===== src/rtl/pipe_pkg.sv =====
// pipe_pkg: shared constants, select-width helper and beat layout for the
// pipe_sel_stage slice.
//   DEF_WIDTH / DEF_NUM_IN : default channel width and channel count
//   clog2()                : select width for a channel count (minimum 1)
//   beat_t, BEAT_*_OFS     : held beat = {data, sel_err}, sel_err in bit 0
package pipe_pkg;

  localparam int unsigned DEF_WIDTH  = 32;
  localparam int unsigned DEF_NUM_IN = 4;

  // Field offsets of a beat flattened into a WIDTH+1 vector.
  localparam int unsigned BEAT_ERR_OFS  = 0;
  localparam int unsigned BEAT_DATA_OFS = 1;

  typedef struct packed {
    logic [DEF_WIDTH-1:0] data;
    logic                 sel_err;
  } beat_t;

  // Ceiling log2, never below 1 so a 2:1 select still has one bit.
  function automatic int unsigned clog2(input int unsigned n);
    int unsigned r;
    r = 1;
    while ((32'd1 << r) < n) r = r + 1;
    return r;
  endfunction

endpackage


===== src/rtl/pipe_sel_stage_mux_n.sv =====
// mux_n: combinational NUM_IN:1 channel select, WIDTH bits per channel.
// An out-of-range select yields all-zero data with sel_err_c set.
// Ports:
//   in_data   [NUM_IN*WIDTH] packed channels, channel k at [k*WIDTH +: WIDTH]
//   sel       [SEL_W]        channel index
//   data_c    [WIDTH]        selected channel (combinational)
//   sel_err_c                sel >= NUM_IN (combinational)
module mux_n
  import pipe_pkg::*;
#(
  parameter int unsigned  WIDTH  = DEF_WIDTH,
  parameter int unsigned  NUM_IN = DEF_NUM_IN,
  localparam int unsigned SEL_W  = clog2(NUM_IN)
) (
  input  logic [NUM_IN*WIDTH-1:0] in_data,
  input  logic [SEL_W-1:0]        sel,
  output logic [WIDTH-1:0]        data_c,
  output logic                    sel_err_c
);

  // Unmatched select falls through to the zero/error defaults.
  always_comb begin
    data_c    = '0;
    sel_err_c = 1'b1;
    for (int unsigned k = 0; k < NUM_IN; k++) begin
      if (sel == SEL_W'(k)) begin
        data_c    = in_data[k*WIDTH +: WIDTH];
        sel_err_c = 1'b0;
      end
    end
  end

endmodule


===== src/rtl/pipe_sel_stage.sv =====
// pipe_sel_stage: valid/ready pipeline stage that captures one selected
// input channel per accepted beat.
// Build option: PIPE_SEL_SKID_EN adds a second (skid) entry so in_ready is
// a register output and full throughput holds under output stalls; without
// it the stage is a single register with in_ready passing out_ready through.
// Ports:
//   clk, rst (async, active-low)
//   in_data [NUM_IN*WIDTH], sel [SEL_W], in_valid -> in_ready
//   flush        synchronous discard of every held beat
//   out_data [WIDTH], out_sel_err, out_valid <- out_ready
module pipe_sel_stage
  import pipe_pkg::*;
#(
  parameter int unsigned  WIDTH  = DEF_WIDTH,
  parameter int unsigned  NUM_IN = DEF_NUM_IN,
  localparam int unsigned SEL_W  = clog2(NUM_IN)
) (
  input  logic                    clk,
  input  logic                    rst,
  input  logic [NUM_IN*WIDTH-1:0] in_data,
  input  logic [SEL_W-1:0]        sel,
  input  logic                    in_valid,
  output logic                    in_ready,
  input  logic                    flush,
  output logic [WIDTH-1:0]        out_data,
  output logic                    out_sel_err,
  output logic                    out_valid,
  input  logic                    out_ready
);

  localparam int unsigned BEAT_W = WIDTH + 1;

  logic [WIDTH-1:0]  mux_data;
  logic              mux_err;
  logic [BEAT_W-1:0] in_beat;
  logic [BEAT_W-1:0] out_beat;
  logic              in_xfer;

  mux_n #(
    .WIDTH  (WIDTH),
    .NUM_IN (NUM_IN)
  ) u_mux (
    .in_data   (in_data),
    .sel       (sel),
    .data_c    (mux_data),
    .sel_err_c (mux_err)
  );

  assign in_beat     = {mux_data, mux_err};
  assign in_xfer     = in_valid && in_ready;
  assign out_data    = out_beat[BEAT_DATA_OFS +: WIDTH];
  assign out_sel_err = out_beat[BEAT_ERR_OFS];

`ifdef PIPE_SEL_SKID_EN

  logic              skid_valid;
  logic [BEAT_W-1:0] skid_beat;
  logic              out_free;

  // Skid register gates acceptance, so in_ready never depends on out_ready.
  assign in_ready = !skid_valid && !flush;
  assign out_free = !out_valid || out_ready;

  // Occupancy: skid only fills while the output slot is stalled.
  always_ff @(posedge clk or negedge rst) begin
    if (!rst) begin
      out_valid  <= 1'b0;
      skid_valid <= 1'b0;
    end else if (flush) begin
      out_valid  <= 1'b0;
      skid_valid <= 1'b0;
    end else if (out_free) begin
      if (skid_valid) begin
        out_valid  <= 1'b1;
        skid_valid <= 1'b0;
      end else begin
        out_valid  <= in_xfer;
      end
    end else if (in_xfer) begin
      skid_valid <= 1'b1;
    end
  end

  // Payload: skid entry is older than any new beat, so it is promoted first.
  always_ff @(posedge clk or negedge rst) begin
    if (!rst) begin
      out_beat  <= '0;
      skid_beat <= '0;
    end else if (!flush) begin
      if (out_free) begin
        if (skid_valid) out_beat <= skid_beat;
        else if (in_xfer) out_beat <= in_beat;
      end else if (in_xfer) begin
        skid_beat <= in_beat;
      end
    end
  end

`else

  logic out_xfer;

  // Accept whenever the held beat is absent or leaving this cycle.
  assign in_ready = (!out_valid || out_ready) && !flush;
  assign out_xfer = out_valid && out_ready;

  always_ff @(posedge clk or negedge rst) begin
    if (!rst) begin
      out_valid <= 1'b0;
    end else if (flush) begin
      out_valid <= 1'b0;
    end else if (in_xfer) begin
      out_valid <= 1'b1;
    end else if (out_xfer) begin
      out_valid <= 1'b0;
    end
  end

  // in_xfer is already suppressed by flush.
  always_ff @(posedge clk or negedge rst) begin
    if (!rst) begin
      out_beat <= '0;
    end else if (in_xfer) begin
      out_beat <= in_beat;
    end
  end

`endif

endmodule

===== config.mk =====
export PLATFORM = sky130hd
export DESIGN_NAME = pipe_sel_stage
export DESIGN_NICKNAME = d
export VERILOG_FILES = /design/src/rtl/pipe_pkg.sv /design/src/rtl/pipe_sel_stage_mux_n.sv /design/src/rtl/pipe_sel_stage.sv
export SDC_FILE = /design/constraint.sdc
export NUM_CORES = 1
export LEC_CHECK = 0
export ABC_AREA = 1
export CORE_ASPECT_RATIO = 1.25
export CORE_MARGIN = 2
export CORE_UTILIZATION = 30
export CTS_CLUSTER_DIAMETER = 30
export DETAILED_ROUTE_END_ITERATION = 12
export HOLD_SLACK_MARGIN = 0.15
export PLACE_DENSITY_LB_ADDON = 0.25
export REMOVE_ABC_BUFFERS = 1
export SETUP_SLACK_MARGIN = 0.2
export SLEW_MARGIN = 15
export SYNTH_ARGS = -nofsm -noshare
export SYNTH_HDL_FRONTEND = slang
export SYNTH_SLANG_ARGS = --single-unit
export TNS_END_PERCENT = 20

===== constraint.sdc =====
create_clock -name clk -period 1.7 [get_ports clk]
set_clock_uncertainty 0.2 [all_clocks]
set_input_delay 0.34 -clock clk [delete_from_list [all_inputs] [get_ports clk]]
set_output_delay 0.34 -clock clk [all_outputs]
set_load 0.01 [all_outputs]

; ---- Word level (Yosys, flattened, before mapping)
; Cells that the tools add are included.
[word_totals]
ff_bits = 34
latch_bits = 0
ram_bits = 0
mem_bits_ro = 0
inputBits = 135
output_inout_bits = 35
wordCells = 24
mem_count = 0
[classes]
n_addsub = 0
mul = 0
div = 0
order_cmp = 0
eq_ne = 3
n_shift = 0
mux = 11
bitwise_logic = 0
n_reduce_logical = 8
[op_table]
columns = operator, count
row1 = 2-to-1 mux 32 bit, 4
row2 = 2-to-1 mux 1 bit, 7
row3 = "== test 2 bit, second input constant", 2
row4 = logical AND 1 bit, 3
row5 = nonzero test 3 bit, 1
row6 = "== test 2 x 1 -> 1 bit, second input constant", 1
row7 = logical NOT 1 bit, 2
row8 = logical NOT 2 bit, 1
row9 = logical OR 1 bit, 1

; ---- Logic depth before layout (Yosys ltp)
[depth]
word_depth = 6
depth_mapped = 8

; ---- By module
; Synthesis repeated with hierarchy kept, for this count alone.
[unflattened]
cells_unflattened = 341
area_unflattened_um2 = 2409.8
[modules_own_cells]
columns = module, instances, cells_per_inst, area_per_inst_um2
row1 = pipe_sel_stage, 1, 153, 1430.1
row2 = mux_n, 1, 188, 979.7

; ---- Worst setup path after synthesis
; OpenSTA, ideal clock, no wires.
[synth_path]
path_type = flip-flop to flip-flop
from = reg out_valid
to = reg out_beat[1]
arrival_ns = 1.110
t_required_ns = 1.384
setup_slack_ns = 0.273
path_stages_with_launch = 8
n_path_buf = 2
period_less_slack_ns = 1.427
cell_sequence = dfrtp_1 nand2_1 nand3_1 buf_4 clkbuf_1 nor2_1 nand2_1 nand2_1
[synth_via]
elab_chain_cells = 4
[synth_rtl]
columns = item, line_no
row1 = start: declaration, pipe_sel_stage.sv:27  ; output logic out_valid,
row2 = start signal: assignment, pipe_sel_stage.sv:109  ; out_valid <= 1'b0;
row3 = start signal: assignment, pipe_sel_stage.sv:111  ; out_valid <= 1'b0;
row4 = start signal: assignment, pipe_sel_stage.sv:113  ; out_valid <= 1'b1;
row5 = logical NOT 1 bit, pipe_sel_stage.sv:104  ; assign in_ready = (!out_valid || out_ready) && !flush;
row6 = logical OR 1 bit, pipe_sel_stage.sv:104
row7 = logical AND 1 bit, pipe_sel_stage.sv:104
row8 = logical AND 1 bit, pipe_sel_stage.sv:50  ; assign in_xfer = in_valid && in_ready;
row9 = end signal: assignment, pipe_sel_stage.sv:124  ; out_beat <= in_beat;
row10 = end: declaration, pipe_sel_stage.sv:36  ; logic [BEAT_W-1:0] out_beat;
; No other way between the ends.
; A chain may end at the register's enable or synchronous reset.

; ---- Worst setup path after layout
[layout_path]
from = reg out_beat[0]
to = out out_sel_err
[layout_rtl]
columns = item, line_no
row1 = end: declaration, pipe_sel_stage.sv:26  ; output logic out_sel_err,
; No word-level cell between the ends.

==> flow_summary_export.csv <==
group,metric,value,unit
outcome,run_status,"complete, no violations",
setup_path,crit_path_start_kind,"flop",
drt,remaining_drc_errors,0,
clocking,clock_path_buffers,2,
global_route,grt_antenna_before_repair,0,
global_route,first_global_vias,2723,
synth,synth.top_cells.by_area,"sky130_fd_sc_hd__dfrtp_1 (38%), sky130_fd_sc_hd__nand2_1 (22%), sky130_fd_sc_hd__nand3_1 (15%), sky130_fd_sc_hd__nor2_1 (11%), sky130_fd_sc_hd__o21ai_0 (7.2%)",
setup_path,crit_arrival,950,ps
cells_and_area,nets,668,
cells_and_area,drive_gt1_frac,0.0730,
sta,tightestPinTransition,375,ps
floorplanning,initial_utilization,0.305,
setup_path,cp_num_buf_inv,1,
power,leakage,2.08,nW
clocking,number_of_h_tree_levels,2,
clocking,tritoncts,"built",
clocking,cts_buffers,5,
synth,synth-seq-cells,34,
synth,postSynthCellCount,360,
hold_path,hold_removal_path_class,"input pin to flop",
place,place_hpwl,6020,um
synth,synth_enable_flop_cells,0,
sta,final-setup-viol-count,0,
place,buffers_on_ports,169,
setup_path,path_max_fanout,2,
floorplanning,core,7310,um^2
floorplanning,die_width,81.1,um
floorplanning,design.die.area,8150,um^2
setup_path,cp_slowest_cell,"sky130_fd_sc_hd__dfrtp_1",
clocking,clock-root-buffer,"sky130_fd_sc_hd__clkbuf_8",
power,powerDensity,614,nW/um^2
sta,maxSlewHeadroom,0.750,
drt,post_drt_via_cell_ratio,4.66,
clocking,clock_latency_at_the_later_pin_of_the_worst_skew_pair,280,ps
setup_path,critical_path.cell_chain,"dlygate4sd2_1",
cells_and_area,ff_latch_area,851,um^2
global_route,gr-usage-all-layers,0.197,
clocking,clock_sink_count,34,
run,maxCapViolations,0,
setup_path,endpoint_required_time_on_the_critical_path,1160,ps
setup_path,worst_path_largest_cell_delay,370,ps
sta,post-route-min-period,1490,ps
drt,detail_route.wl_per_cell,13.6,um
synth,ys_async_sr_fraction,1.00,
synth,synthesis.yosys.warnings,0,
setup_path,critical_path.top_delay_family,"flip-flops",
global_route,grt_pass1_wl,12500,um
global_route,largest_net_degree_at_the_start_of_global_routing,36,
cells_and_area,areaGrowthSynthToFinish,94.6,%
power,power.ir.vdd_worst,0.315,mV
drt,detail_route.wirelength,8500,um
drt,detailedRoute.firstIterationViolations,72,
cells_and_area,multi_input_comb_area,1260,um^2
drt,dr_total_vias,2919,
setup_path,classification_of_the_worst_setup_path,"flop to output pin",
setup_path,crit_end_category,"output pin",
cells_and_area,fillers,726,
synth,syn_area_per_cell,6.20,um^2
synth,synth_largest_type_area_fraction,0.381,
sta,timing.final.hold_violations,0,
synth,most_used_standard_cell_by_instance_count_after_synthesis,"sky130_fd_sc_hd__nand2_1",
sta,finalHoldWorstSlack,161,ps
floorplanning,die_h,100,um
synth,seq_area_frac_synth,0.381,
cells_and_area,final_util,0.594,
place,dpl-instance-area,4090,um^2
global_route,globalRoute.totalOverflow,0,
drt,route.antenna.remaining_nets,0,
sta,max_clock_freq,673,MHz
cells_and_area,finish.instance_area,4340,um^2
sta,timing.final.max_slew_violations,0,
floorplanning,ios,170,
place,globalplace.congestion,0.756,
clocking,clkTransAtPathRegs,70,ps
sta,rsz_0062_raised_after_global_routing,"yes",
synth,synth_flop_cell,"sky130_fd_sc_hd__dfrtp_1",
floorplanning,floorplan.rows,35,
synth,synth_top_cells_by_count,"sky130_fd_sc_hd__nand2_1 (130), sky130_fd_sc_hd__nand3_1 (65), sky130_fd_sc_hd__nor2_1 (64)",
drt,dr.pass1.iters,4,
sta,fin_crit_sh,0.874,
synth,synth_top_area_cell,"sky130_fd_sc_hd__dfrtp_1",
synth,synth_cell_types,13,
cells_and_area,num_antenna_cells,0,
synth,synthesis.area,2230,um^2
[power breakdown]
part	internal [mW]	total [mW]	switching, mW
Combinational	0.596	1.04	0.440
Clock	0.327	0.619	0.293
Sequential	0.939	1.01	0.0698
[worst paths after layout]
check | start | to | slack, ps | depth (start not counted)
setup / recovery | out_beat[0] | out_sel_err | 210 | 1
hold / removal | in_valid | out_valid | 160 | 3
setup reg to reg | out_valid | out_beat[16] | 280 | 6
hold reg to reg | out_beat[0] | out_beat[0] | 270 | 2
max in group asynchronous | rst | out_beat[16] | 570 | 3
min in group asynchronous | rst | out_beat[7] | 300 | 2
[layer usage]
metal,share of wire,global-route usage,vias to the layer above
met1,0.41,0.227,1305
met4,0.012,0.0548,0
met5,0,0,-
li1,-,-,1498
met3,0.078,0.0531,9
met2,0.50,0.354,107
[area by class of cell]
type	instances	share of cell area
repair buffers	191	0.460
clock buffers	7	0.0199
inverters	6	0.00576
flip-flops and latches	34	0.196
well taps	92	0.0265
clock inverters	1	0.00115
multi-input cells	295	0.291
[cells by family after synthesis]
group,count (synthesis),share of synthesized area
flip-flops,34,0.381
AO/OA/AOI/OAI,34,0.0763
buffers and inverters,31,0.0645
AND/OR/NAND/NOR,261,0.478
[stage by stage]
step | worst slack (ps) | setup TNS, ps | instances | total power [mW]
floorplan | -591 | -19430 | 335 | 1.34
global placement | -332 | -5090 | 612 | 2.07
detailed placement | -348 | -6290 | 612 | 2.09
CTS | 58.7 | 0 | 621 | 2.65
global route | 162 | 0 | 626 | 2.83
finish | 214 | 0 | 626 | 2.66
[flip-flops by register name, indices dropped and copies added (netlist names)]
signal and flops:
out_valid 1, out_beat 33
[placed cells by master (no fill, tap or decap), types with 5 or more instances in the layout]
cell / netlist / final
sky130_fd_sc_hd__dfrtp_1: 34 / 34
sky130_fd_sc_hd__buf_4: 4 / 9
sky130_fd_sc_hd__clkdlybuf4s50_1: 0 / 128
sky130_fd_sc_hd__nand2_1: 130 / 129
sky130_fd_sc_hd__o21ai_0: 32 / 32
sky130_fd_sc_hd__clkbuf_8: 0 / 6
sky130_fd_sc_hd__nand3_1: 65 / 64
sky130_fd_sc_hd__dlygate4sd2_1: 0 / 10
sky130_fd_sc_hd__clkdlybuf4s15_1: 0 / 25
sky130_fd_sc_hd__buf_12: 0 / 5
sky130_fd_sc_hd__nor2_1: 64 / 63
sky130_fd_sc_hd__clkbuf_16: 0 / 5
[worst register-to-register path: stages (launching register included)]
cell and delay [ps]:
sky130_fd_sc_hd__dfrtp_1 410, sky130_fd_sc_hd__nand2_2 100, sky130_fd_sc_hd__nand3_4 200, sky130_fd_sc_hd__clkbuf_16 250
sky130_fd_sc_hd__nor2_1 90, sky130_fd_sc_hd__nand2_1 50, sky130_fd_sc_hd__nand2_1 60
[what timing repair did]
item	in CTS	in global routing
setup endpoints to repair	67	43
pin swaps	0	3
resized for setup	68	8
gates cloned	0	5
hold buffers	1	0
endpoints found under the hold margin	34	0
buffers inserted	0	0
Power figures use the tool's default switching activity.
